===== src/rtl/kyber_pkg.sv =====
// Shared Kyber constants, supported coefficient widths and the encode/decode FSM encoding.
package kyber_pkg;

  localparam int unsigned KYBER_N       = 256;
  localparam int unsigned KYBER_Q       = 3329;
  localparam int unsigned KYBER_COEFF_W = 12;
  localparam int unsigned KYBER_L_W     = 4;

  localparam logic [KYBER_L_W-1:0] L_1  = 4'd1;
  localparam logic [KYBER_L_W-1:0] L_4  = 4'd4;
  localparam logic [KYBER_L_W-1:0] L_5  = 4'd5;
  localparam logic [KYBER_L_W-1:0] L_10 = 4'd10;
  localparam logic [KYBER_L_W-1:0] L_11 = 4'd11;
  localparam logic [KYBER_L_W-1:0] L_12 = 4'd12;

  typedef enum logic [1:0] {
    S_IDLE = 2'd0,
    S_RUN  = 2'd1,
    S_DONE = 2'd2
  } kyber_state_e;

  // Anything outside the supported set is treated as the full 12-bit width.
  function automatic logic [KYBER_L_W-1:0] sanitize_l(input logic [KYBER_L_W-1:0] l);
    logic [KYBER_L_W-1:0] r;
    case (l)
      L_1, L_4, L_5, L_10, L_11, L_12: r = l;
      default:                         r = L_12;
    endcase
    return r;
  endfunction

  function automatic logic [KYBER_COEFF_W-1:0] l_mask(input logic [KYBER_L_W-1:0] l);
    logic [KYBER_COEFF_W:0] m;
    m = (13'd1 << l) - 13'd1;
    return m[KYBER_COEFF_W-1:0];
  endfunction

endpackage


===== src/rtl/bit_unpacker.sv =====
// LSB-first bit buffer: words are appended above the live bits, coefficient pairs are
// consumed from the bottom. Push and pop may happen in the same cycle.
module bit_unpacker
  import kyber_pkg::*;
#(
  parameter int unsigned WORD_W  = 64,
  parameter int unsigned BUF_W   = 88,
  parameter int unsigned FILL_W  = 7,
  parameter int unsigned SHIFT_W = 5
) (
  input  logic                       i_clk,
  input  logic                       i_rstn,
  input  logic                       i_clear,
  input  logic                       i_push,
  input  logic [WORD_W-1:0]          i_word,
  input  logic                       i_pop,
  input  logic [SHIFT_W-1:0]         i_pop_bits,
  output logic [FILL_W-1:0]          o_fill,
  output logic [2*KYBER_COEFF_W-1:0] o_bits
);

  logic [BUF_W-1:0]  buf_q, buf_d, shifted;
  logic [FILL_W-1:0] fill_q, fill_d, offset;

  always_comb begin
    shifted = buf_q;
    offset  = fill_q;
    if (i_pop) begin
      shifted = buf_q >> i_pop_bits;
      offset  = fill_q - FILL_W'(i_pop_bits);
    end
    buf_d  = shifted;
    fill_d = offset;
    // Bits above fill are always zero, so OR-ing the new word in is sufficient.
    if (i_push) begin
      buf_d  = shifted | (BUF_W'(i_word) << offset);
      fill_d = offset + FILL_W'(WORD_W);
    end
    if (i_clear) begin
      buf_d  = '0;
      fill_d = '0;
    end
  end

  always_ff @(posedge i_clk or negedge i_rstn) begin
    if (!i_rstn) begin
      buf_q  <= '0;
      fill_q <= '0;
    end else begin
      buf_q  <= buf_d;
      fill_q <= fill_d;
    end
  end

  assign o_fill = fill_q;
  assign o_bits = buf_q[2*KYBER_COEFF_W-1:0];

endmodule


===== src/rtl/byte_decode.sv =====
// ByteDecode_l: unpacks 64-bit words into 256 l-bit coefficients, two per beat.
// Optional DECODE_MODQ_EN reduces l=12 coefficients >= q by one subtraction of q.
module byte_decode
  import kyber_pkg::*;
#(
  parameter int unsigned WORD_W  = 64,
  parameter int unsigned COEFF_W = 12,
  parameter int unsigned BUF_W   = 88
) (
  input  logic                 i_clk,
  input  logic                 i_rstn,
  input  logic                 i_start,
  input  logic [3:0]           i_l,
  input  logic [WORD_W-1:0]    i_ibytes,
  input  logic                 i_ibytes_valid,
  output logic                 o_ibytes_ready,
  output logic [2*COEFF_W-1:0] o_coeffs,
  output logic                 o_coeffs_valid,
  input  logic                 i_coeffs_ready,
  output logic                 o_done
);

  localparam int unsigned FillW = 7;

  kyber_state_e state_q, state_d;

  logic [3:0]           l_q;
  logic [5:0]           words_q;
  logic [7:0]           pairs_q;
  logic                 valid_q;
  logic [2*COEFF_W-1:0] coeffs_q;

  logic [FillW-1:0]     fill;
  logic [2*KYBER_COEFF_W-1:0] head_bits;
  logic [4:0]           pair_bits;
  logic [5:0]           word_target;
  logic                 clear, push, pop, accept, ready;
  logic [COEFF_W-1:0]   mask, c0, c1;

  assign pair_bits   = {l_q, 1'b0};
  assign word_target = {l_q, 2'b00};
  assign clear       = (state_q == S_IDLE) && i_start;
  assign accept      = valid_q && i_coeffs_ready;

  assign ready = (state_q == S_RUN) && (fill <= FillW'(BUF_W - WORD_W)) &&
                 (words_q < word_target);
  assign push  = i_ibytes_valid && ready;
  assign pop   = (state_q == S_RUN) && (fill >= {2'b00, pair_bits}) &&
                 (!valid_q || i_coeffs_ready);

  bit_unpacker #(
    .WORD_W (WORD_W),
    .BUF_W  (BUF_W),
    .FILL_W (FillW),
    .SHIFT_W(5)
  ) u_unpack (
    .i_clk     (i_clk),
    .i_rstn    (i_rstn),
    .i_clear   (clear),
    .i_push    (push),
    .i_word    (i_ibytes),
    .i_pop     (pop),
    .i_pop_bits(pair_bits),
    .o_fill    (fill),
    .o_bits    (head_bits)
  );

  always_comb begin
    logic [2*KYBER_COEFF_W-1:0] upper;
    mask  = l_mask(l_q);
    upper = head_bits >> l_q;
    c0    = head_bits[COEFF_W-1:0] & mask;
    c1    = upper[COEFF_W-1:0] & mask;
`ifdef DECODE_MODQ_EN
    if (l_q == L_12) begin
      if (c0 >= COEFF_W'(KYBER_Q)) c0 = c0 - COEFF_W'(KYBER_Q);
      if (c1 >= COEFF_W'(KYBER_Q)) c1 = c1 - COEFF_W'(KYBER_Q);
    end
`endif
  end

  always_comb begin
    state_d = state_q;
    unique case (state_q)
      S_IDLE: if (i_start) state_d = S_RUN;
      S_RUN:  if (accept && (pairs_q == 8'(KYBER_N / 2 - 1))) state_d = S_DONE;
      S_DONE: state_d = S_IDLE;
      default: state_d = S_IDLE;
    endcase
  end

  always_ff @(posedge i_clk or negedge i_rstn) begin
    if (!i_rstn) begin
      state_q  <= S_IDLE;
      l_q      <= L_12;
      words_q  <= '0;
      pairs_q  <= '0;
      valid_q  <= 1'b0;
      coeffs_q <= '0;
    end else begin
      state_q <= state_d;
      if (clear) begin
        l_q     <= sanitize_l(i_l);
        words_q <= '0;
        pairs_q <= '0;
      end else begin
        if (push)   words_q <= words_q + 6'd1;
        if (accept) pairs_q <= pairs_q + 8'd1;
      end
      // Output register only advances on an empty slot or a completed handshake.
      if (pop) begin
        valid_q  <= 1'b1;
        coeffs_q <= {c1, c0};
      end else if (accept) begin
        valid_q  <= 1'b0;
      end
    end
  end

  assign o_ibytes_ready = ready;
  assign o_coeffs       = coeffs_q;
  assign o_coeffs_valid = valid_q;
  assign o_done         = (state_q == S_DONE);

endmodule


===== config.mk =====
export PLATFORM = sky130hd
export DESIGN_NAME = byte_decode
export DESIGN_NICKNAME = d
export VERILOG_FILES = /design/src/rtl/kyber_pkg.sv /design/src/rtl/bit_unpacker.sv /design/src/rtl/byte_decode.sv
export SDC_FILE = /design/constraint.sdc
export NUM_CORES = 1
export LEC_CHECK = 0
export BUFFER_PORTS_ARGS = -buffer_cell sky130_fd_sc_hd__buf_2
export CAP_MARGIN = 15
export CELL_PAD_IN_SITES_DETAIL_PLACEMENT = 1
export CELL_PAD_IN_SITES_GLOBAL_PLACEMENT = 2
export CORE_AREA = 2 2 138 274
export CTS_BUF_LIST = sky130_fd_sc_hd__clkbuf_16
export DETAILED_ROUTE_END_ITERATION = 7
export DIE_AREA = 0 0 140 276
export PLACE_DENSITY_LB_ADDON = 0.3
export SETUP_SLACK_MARGIN = 0.05
export SYNTH_ARGS = -nofsm -noshare
export SYNTH_HDL_FRONTEND = slang
export SYNTH_SLANG_ARGS = --single-unit

===== constraint.sdc =====
create_clock -name i_clk -period 6.87 [get_ports i_clk]
set_input_delay 0.3435 -clock i_clk [delete_from_list [all_inputs] [get_ports i_clk]]
set_output_delay 0.3435 -clock i_clk [all_outputs]
set_load 0.01 [all_outputs]

[Word-level counts from Yosys, hierarchy flattened]
Cells that the tools add are included.
Word-level totals
  logic and storage cells: 66
  input bits: 73
  output and inout port bits: 27
  bits in registers: 140
Operators by class
  mux-type cells: 16
  shift-type cells: 4
  reductions and logical operators: 16
  equal/unequal tests: 11
  add/sub/neg operators: 5
  order comparisons: 3
  bitwise gates (word level): 3
Operator list (number)
  88-bit 2-to-1 mux: 3
  88-bit OR: 1
  64-bit by 7-bit left shift with 88-bit output: 1
  88-bit by 5-bit >> shifter with 88-bit output: 1
  12-bit bitwise AND: 2
  24-bit by 4-bit >> shifter with 12-bit output: 1
  7-bit 2-to-1 mux: 3
  8-bit 2-to-1 mux: 2
  4-bit == test (second input constant): 3
  6-bit 2-to-1 mux: 2
  1-bit by 4-bit left shift with 12-bit output (first input constant): 1
  12-bit by 1-bit subtractor with 12-bit output (second input constant): 1
  8-bit by 1-bit adder with 8-bit output (second input constant): 1
  4-bit by 3-bit == test with 1-bit output (second input constant): 2
  8-bit by 7-bit == test with 1-bit output (second input constant): 1
  1-bit logical AND: 8
  7-bit adder (second input constant): 1
  7-bit by 5-bit greater-or-equal comparator with 1-bit output: 1
  7-bit by 5-bit less-or-equal comparator with 1-bit output (second input constant): 1
  7-bit by 5-bit subtractor with 7-bit output: 1
  6-bit by 1-bit adder with 6-bit output (second input constant): 1
  6-bit less-than comparator: 1
  2-bit nonzero test: 3
  6-bit OR reduction: 1
  13 further kinds: 15

[Longest topological paths before layout]
Gate-level depths: netlist of run 1.
  depth after elaboration: 8
  mapped depth: 18
  depth with buffers taken out: 13

[Cells and area by module]
Synthesis of run 1 repeated with hierarchy kept, for this count alone.
Second synthesis, totals
  cells, all modules: 2219
  area total of the unflattened synthesis: 18475.2 um2
Modules (own cells, without submodules)
  bit_unpacker: sequential area each 2377.3 um2, cells each 1900, area an instance 15193.3 um2, times used 1
  byte_decode: sequential area each 1128.6 um2, cells each 319, area an instance 3281.9 um2, times used 1

[Worst setup path before layout of run 1]
OpenSTA, ideal clock, no wires.
  path type: register to register
  start point: reg l_q[2]
  end point: reg u_unpack.buf_q[62]
  slack: 2.472 ns
  arrival: 4.272 ns
  data required time: 6.744 ns
  cell stages (with the launch flop): 16
  buffers on the path: 5
  path through: dfstp_2 > clkbuf_1 > inv_1 > clkbuf_1 > buf_1 > clkbuf_1 > ha_1 > and4_2 > a2111oi_4 > nor2_2 > nand2_4 > buf_4 > mux2_1 > a222oi_1 > a21oi_1 > a221o_1
On the way
  word-level cells in the longest chain between the ends: 8
  elaborated cells on any way between the ends: 14
  classes of those cells: add/sub: 1; order compare: 2; shift: 2; mux: 4; bitwise: 1; reduce/logical: 4
Ends and longest elaborated chain
  start, declared: RTL line byte_decode.sv:27  | logic [3:0] l_q;
  start signal, assigned: RTL line byte_decode.sv:103  | l_q <= sanitize_l(i_l);
  7-bit by 5-bit greater-or-equal comparator with 1-bit output: RTL line byte_decode.sv:48  | assign pop = (state_q == S_RUN) && (fill >= {2'b00, pair_bits}) &&
  1-bit logical AND (2 in a row): RTL line byte_decode.sv:48
  7-bit 2-to-1 mux: RTL line bit_unpacker.sv:28  | if (i_pop) begin
  64-bit by 7-bit left shift with 88-bit output: RTL line bit_unpacker.sv:36  | buf_d = shifted | (BUF_W'(i_word) << offset);
  88-bit OR: RTL line bit_unpacker.sv:36
  88-bit 2-to-1 mux (*): RTL line bit_unpacker.sv:35  | if (i_push) begin
  88-bit 2-to-1 mux (*): RTL line bit_unpacker.sv:39  | if (i_clear) begin
  via u_unpack.buf_d[62]: RTL line bit_unpacker.sv:22  | logic [BUF_W-1:0] buf_q, buf_d, shifted;
  end signal, assigned: RTL line bit_unpacker.sv:50  | buf_q <= buf_d;
  end, declared: RTL line bit_unpacker.sv:22
The timed path passes the listed nets; every way through them passes the cells marked *.
A chain may end at the register's enable or synchronous reset.

[Final worst setup path of run 1]
  start point: reg l_q[3]
  end point: reg u_unpack.buf_q[5]
The elaborated chain is that of the path after synthesis.

==> flow_metrics.env, run 1 <==
export IMPL_power_density_nw_per_um2=614
export IMPL_io_pins=100
export IMPL_tightest_slew_ns=1.11
export IMPL_finalCritPeriodShare_pct=77.3
export IMPL_grt_busiest_layer="met2"
export IMPL_vias=15600
export IMPL_root_buffer="clkbuf_16"
export IMPL_critPathArrivalTime_ns=5.68
export IMPL_fin_crit_ns=5.31
export IMPL_critPathTopFamily="simple AND/OR/NAND/NOR gates"
export IMPL_ant_nets=0
export IMPL_path_cells="inv_2 -> ha_1 -> and4_2 -> nor3_2 -> a21oi_4 -> mux2i_4 -> buf_4 -> nand2_1 -> nor2_1 -> nand2_1 -> a31oi_1"
export IMPL_clk_path_buf_depth=2
export IMPL_slew_viol_final=0
export IMPL_rsz0062_at_grt="no"
export IMPL_final_nets=1906
export IMPL_fmax_ghz=0.188
export IMPL_max_stage_delay_ns=0.86
export IMPL_initial_core_util_pct=40.4
export IMPL_rows=99
export IMPL_gr_usage_all_layers_pct=35.2
export IMPL_yosysTopAreaCell="dfrtp_1"
export IMPL_crit_buf_inv=2
export IMPL_drive_gt1_share_pct=17.0
export IMPL_area_growth_pct=8.89
export IMPL_cap_violations=0
export IMPL_fin_skew_ns=0.0257
export IMPL_cts_setup_buffers=0
export IMPL_drc=7
export IMPL_crit_top_cell="nand2_1"
export IMPL_setup_viol=0
export IMPL_hold_path_class="input port to asynchronous set/reset pin"
export IMPL_dp_hpwl_um=51900
export IMPL_n_antenna_cell=0
export IMPL_n_fill_cell=4355
export IMPL_yosys_area_top_type_share_pct=23.2
export IMPL_cp_max_fo=40
export IMPL_crit_required_ns=7.24
export IMPL_synth_ff_type="dfrtp_1"
export IMPL_avgSynthCellArea_um2=8.05
export IMPL_first_global_vias=16400
export IMPL_portBuffers=99
export IMPL_gr_usage_met1_pct=36.7
export IMPL_cts_sinks=139
export IMPL_critPathKind="register to register"
export IMPL_use_met2_pct=62.9
export IMPL_drtIter0Drc=1193
export IMPL_hold_ws_ns=-0.0335
export IMPL_grt_pass1_wl_um=103000
export IMPL_syn_nets=1919
export IMPL_multi_input_area_um2=10500
export IMPL_ys_warn_count=0
export IMPL_syn_cell_area_um2=14800
export IMPL_cts_htree_levels=4
export IMPL_viasPerCell=6.83
export IMPL_total_power_mw=9.88
export IMPL_async_reset_ff_share_pct=100
export IMPL_max_slew_margin_rel_pct=24.3
export IMPL_totalWireLength_um=68500
export IMPL_syn_inst=1835
export IMPL_outcome="complete, but fails checks"
export IMPL_holdBufCountCts=0
export IMPL_use_met3_pct=4.07
export IMPL_die_y_um=276
export IMPL_p_leak_nw=6.92
export IMPL_clock_latency_ns=0.46
export IMPL_clkTransAtPathRegs_ns=0.08
export IMPL_first_pass_iters=8
export IMPL_endpoint_kind="register"
export IMPL_synth_ff_latch_count=139
export IMPL_core_um2=36500
export IMPL_cts_buffers=17
export IMPL_yosysUniqueCellTypes=86
export IMPL_dieWidth_um=140
export IMPL_seq_area_frac_synth_pct=23.6
export IMPL_worstSetupStartpointType="register"
export IMPL_antenna_found_initial=0
export IMPL_overflow=0
export IMPL_seq_area_um2=3490
export IMPL_slowest_stage="dfstp_4"
export IMPL_synth_enable_flop_cells=0
export IMPL_cts_tree="built"
export IMPL_hold_viol_final=27
export IMPL_yosys_top_cells_area="dfrtp_1, mux2i_1, mux4_2"
export IMPL_ctsResizeCount=0
export IMPL_grt_max_degree=159
export IMPL_place_gp_congestion=0.960
export IMPL_dieArea_um2=38600
export IMPL_ir_worst_vdd_mv=0.601
export IMPL_setup_tns_ns=0
export IMPL_avgRoutedWirePerCell_um=29.9
export IMPL_violations="DRC, hold timing"
## logic make-up after synthesis
group	Yosys count	synth area share, %
and+or+nand+nor	590	17.7
muxes	294	24.4
DFF	139	23.6
buffers and inverters	193	5.59
AOI/OAI and AO/OA	591	26.7
adders and majority gates	11	0.982
xor gates and xnor gates	17	1.06
## worst register-to-register path, cell delays in order (launching register included)
cell	delay (ns)
dfstp_4	0.86
inv_2	0.08
ha_1	0.45
and4_2	0.36
nor3_2	0.10
a21oi_4	0.24
mux2i_4	0.79
buf_4	0.43
nand2_1	0.66
nor2_1	0.78
nand2_1	0.26
a31oi_1	0.21
## report_power, final
group,switching (mW),internal (mW)
Sequential,0.405,1.12
Clock,0.469,0.492
Combinational,4.89,2.51
Total,5.76,4.12
## layer usage
metal	share of wire (%)	vias to the layer above
met2	51	674
met5	0	-
met4	9.5	0
met3	4.3	280
li1	-	6859
met1	35	7815
## stage by stage
| stage | instances | cell area (um^2) | utilization (%) | setup slack (ns) |
|---|---|---|---|---|
| detailed placement | 2257 | 15500 | 42.4 | 1.70 |
| finish | 2289 | 16100 | 44.0 | 1.56 |
| global route | 2289 | 16100 | 44.0 | 1.41 |
| floorplan | 1835 | 14800 | - | 2.47 |
| CTS | 2289 | 16100 | 44.0 | 1.69 |
| global placement | 2257 | 15500 | 42.4 | 1.75 |
## synth_stat cells (11+ instances only)
cell and count:
nand2_1 231, mux2i_1 197, nor2_1 169, a21oi_1 146
dfrtp_1 137, o21ai_0 129, clkbuf_1 89, nand3_1 76
a211oi_1 50, mux4_2 48, mux2_2 47, buf_1 37
buf_2 30, o211ai_1 29, inv_1 22, o22ai_1 22
and2_1 21, a21o_1 20, o2bb2ai_1 19, nor3_1 18
a22o_1 14, and3_1 14, a31oi_1 13, buf_4 13
a2111oi_0 12, o221ai_1 12, a21boi_0 11, nand2b_1 11
nor2b_1 11
## final timing paths
check,start,to,slack [ns],cells after the start
setup / recovery,l_q[3]$_DFFE_PN1P_,u_unpack.buf_q[5]$_DFF_PN0_,1.56,11
hold / removal,i_rstn,o_coeffs[0]$_DFFE_PN0N_,-0.03,1
setup reg to reg,l_q[3]$_DFFE_PN1P_,u_unpack.buf_q[5]$_DFF_PN0_,1.56,11
hold reg to reg,o_coeffs[7]$_DFFE_PN0N_,o_coeffs[7]$_DFFE_PN0N_,0.46,2
max in group asynchronous,i_rstn,u_unpack.buf_q[27]$_DFF_PN0_,5.63,2
min in group i_clk,i_l[0],l_q[0]$_DFFE_PN0P_,0.18,3
## state kept, by name, summed over array words and instances, names as in the netlist
register         cells
u_unpack.buf_q      88
words_q              6
o_coeffs_valid       1
o_coeffs            24
l_q                  4
u_unpack.o_fill      6
state_q              2
pairs_q              8
## cells in the final DEF (no fill, tap or decap), types with 10 or more instances in the layout
cell and instances:
a21oi_1 145, buf_2 98, nand2_1 230, nor3_1 18, nor2b_1 11, a22o_1 14
dfrtp_1 135, a211oi_1 50, o2bb2ai_1 19, and2_1 20, and3_1 14, nand2b_1 11
a2111oi_0 11, nand3_1 76, o211ai_1 29, o221ai_1 12, a21o_1 19, inv_1 19
mux2i_1 196, a21boi_0 11, o22ai_1 22, mux4_2 48, buf_4 39, nor2_1 167
mux2_2 47, o21ai_0 129, o31ai_1 10, a31oi_1 13, clkbuf_16 17, ha_1 10
## area by class of cell
class | instances | share of cell area [%]
tap | 454 | 3.53
clock buffer | 17 | 2.64
clock inverter | 15 | 1.07
multi-input combinational | 1503 | 65.5
inverter | 22 | 0.521
sequential | 139 | 21.7
timing repair buffer | 139 | 5.06
No activity file was read; power rests on OpenSTA's default activity.
==> run 2: changes to the inputs <==
--- a/config.mk
+++ b/config.mk
@@ -9,10 +9,10 @@
 export CAP_MARGIN = 15
 export CELL_PAD_IN_SITES_DETAIL_PLACEMENT = 1
 export CELL_PAD_IN_SITES_GLOBAL_PLACEMENT = 2
-export CORE_AREA = 2 2 138 274
+export CORE_AREA = 2 2 143 284
 export CTS_BUF_LIST = sky130_fd_sc_hd__clkbuf_16
 export DETAILED_ROUTE_END_ITERATION = 7
-export DIE_AREA = 0 0 140 276
+export DIE_AREA = 0 0 145 286
 export PLACE_DENSITY_LB_ADDON = 0.3
 export SETUP_SLACK_MARGIN = 0.05
 export SYNTH_ARGS = -nofsm -noshare
==> constraint.sdc (replaced) <==
create_clock -name i_clk -period 5.55 [get_ports i_clk]
set_input_delay 0.2775 -clock i_clk [delete_from_list [all_inputs] [get_ports i_clk]]
set_output_delay 0.2775 -clock i_clk [all_outputs]
set_load 0.01 [all_outputs]
==> flow_metrics.env, run 2 (synthesis gave the netlist of run 1 again) <==
export IMPL_drc=0
export IMPL_drtIter0Drc=938
export IMPL_largest_register_ffs=88
export IMPL_hold_path_class="input port to register"
export IMPL_min_path_cells=3
export IMPL_clock_latency_ns=0.46
export IMPL_viasPerCell=6.59
export IMPL_rsz0062_at_grt="no"
export IMPL_tightest_slew_ns=1.05
export IMPL_p_leak_nw=6.99
export IMPL_core_um2=39300
export IMPL_drive_gt1_share_pct=17.0
export IMPL_vias=15600
export IMPL_clk_path_buf_depth=2
export IMPL_endpoint_kind="register"
export IMPL_pre_cts_ws_ns=0.724
export IMPL_layout_commonest_cell="nand2_1"
export IMPL_n_antenna_cell=0
export IMPL_antenna_found_initial=0
export IMPL_layout_common_cells="nand2_1, mux2i_1, nor2_1"
export IMPL_ir_worst_vdd_mv=0.567
export IMPL_place_area_um2=15700
export IMPL_totalWireLength_um=68900
export IMPL_clkTransAtPathRegs_ns=0.07
export IMPL_hold_viol_final=0
export IMPL_overflow=0
export IMPL_area_growth_pct=10.2
export IMPL_reg2reg_to="u_unpack.buf_q[87]$_DFF_PN0_"
export IMPL_setup_ws_ns=0.644
export IMPL_instances_no_fill=2368
export IMPL_die_y_um=286
export IMPL_crit_required_ns=5.92
export IMPL_fin_crit_ns=4.91
export IMPL_setup_tns_ns=0
export IMPL_outcome="finished clean"
export IMPL_n_fill_cell=4771
export IMPL_critPathLaunch="l_q[1]$_DFFE_PN0P_"
export IMPL_dieWidth_um=145
export IMPL_max_slew_margin_rel_pct=29.5
export IMPL_critPathKind="register to register"
export IMPL_dp_hpwl_um=51700
export IMPL_setup_viol=0
export IMPL_fin_area_um2=16300
export IMPL_cp_max_fo=36
export IMPL_avgRoutedWirePerCell_um=29.1
export IMPL_cap_violations=0
export IMPL_gr_usage_all_layers_pct=32.9
export IMPL_first_global_vias=16400
export IMPL_cts_tree="built"
export IMPL_hold_ws_ns=0.106
export IMPL_root_buffer="clkbuf_16"
export IMPL_regMostFlops="u_unpack.buf_q"
export IMPL_cts_sinks=139
export IMPL_dieArea_um2=41500
export IMPL_endpoint="u_unpack.buf_q[87]$_DFF_PN0_"
export IMPL_fin_skew_ns=0.0146
export IMPL_initial_core_util_pct=37.6
export IMPL_power_density_nw_per_um2=749
export IMPL_final_nets=1914
export IMPL_slew_viol_final=0
export IMPL_ctsResizeCount=0
export IMPL_reg2reg_depth=12
export IMPL_fmax_ghz=0.204
export IMPL_drt_met1_wl_um=24500
export IMPL_cts_buffers=17
export IMPL_rrSetupSlack_ns=0.64
export IMPL_grt_max_degree=159
export IMPL_maxUsedRoutingLayer="met4"
export IMPL_grt_pass1_wl_um=104000
export IMPL_finalCritPeriodShare_pct=88.4
export IMPL_wl_met3_um=3260
export IMPL_cts_htree_levels=4
export IMPL_first_pass_iters=5
export IMPL_worstSetupStartpointType="register"
export IMPL_place_gp_congestion=0.968
export IMPL_critPathArrivalTime_ns=5.28
export IMPL_rows=103
export IMPL_portBuffers=99
export IMPL_ant_nets=0
export IMPL_place_inst=2335
export IMPL_r2r_start="l_q[1]$_DFFE_PN0P_"
export IMPL_io_pins=100
export IMPL_wl_met2_um=35300
-- run 2: cell count changes in the layout (fill, tap and decap cells not counted), sizes merged --
cell | before | now
buf | 139 | 146
bufinv | 0 | 3
dlygate4sd3 | 0 | 1
clkinvlp | 1 | 2
clkinv | 5 | 6
inv | 31 | 26
-- run 2: layer usage --
layer	track usage (%)	vias up
met2	59.3	665
li1	-	6872
met3	3.89	267
met5	0	-
met1	34.8	7798
met4	25.3	0
-- run 2: repair_timing --
item                      4_1_cts  5_1_grt
hold buffers                    1        0
hold endpoints to repair       82        0
buffers inserted                0        0
-- run 2: cell type report --
cell class              instances  area [um^2]  area share (%)
clock buffers                  17          425            2.61
clock inverters                15          160           0.983
inverters                      22         83.8           0.515
multi-input cells            1503        10500            64.6
flip-flops and latches        139         3490            21.4
well taps                     525          657            4.03
repair buffers                147          942            5.78
-- run 2: how the worst min path moves through the flow --
stage            from                       to  slack (ns)
2_1_floorplan  i_rstn       l_q[0]$_DFFE_PN0P_       -0.02
3_3_place_gp   i_rstn  o_coeffs[1]$_DFFE_PN0N_        0.43
3_5_place_dp   i_rstn  o_coeffs[1]$_DFFE_PN0N_        0.43
4_1_cts        i_l[0]       l_q[0]$_DFFE_PN0P_         0.1
5_1_grt        i_l[0]       l_q[0]$_DFFE_PN0P_        0.13
6_report       i_l[0]       l_q[0]$_DFFE_PN0P_        0.11
-- run 2: worst max-delay path, cell delays in order, from the launching register on --
cell       delay [ns]
dfrtp_4          0.68
inv_2            0.15
fa_1             0.49
a21o_1           0.29
a21oi_2          0.34
a21boi_1         0.36
nor2_4           0.57
buf_12           0.27
a2111oi_0        0.08
or4_1            0.56
a222oi_1         0.71
a32oi_1          0.12
a21oi_1          0.19
-- run 2: where the power goes --
part	switching [mW]	internal (mW)	leakage (nW)	total, mW
combinational	5.92	3.17	4.90	9.10
clock	0.505	0.699	0.296	1.20
sequential	0.511	1.39	1.79	1.90
-- run 2: stage by stage --
step / power [mW] / utilization [%]
2_1_floorplan: 7.62 / -
3_3_place_gp: 10.6 / 39.8
3_5_place_dp: 10.8 / 39.9
4_1_cts: 12.0 / 41.4
5_1_grt: 12.8 / 41.4
6_report: 12.2 / 41.4
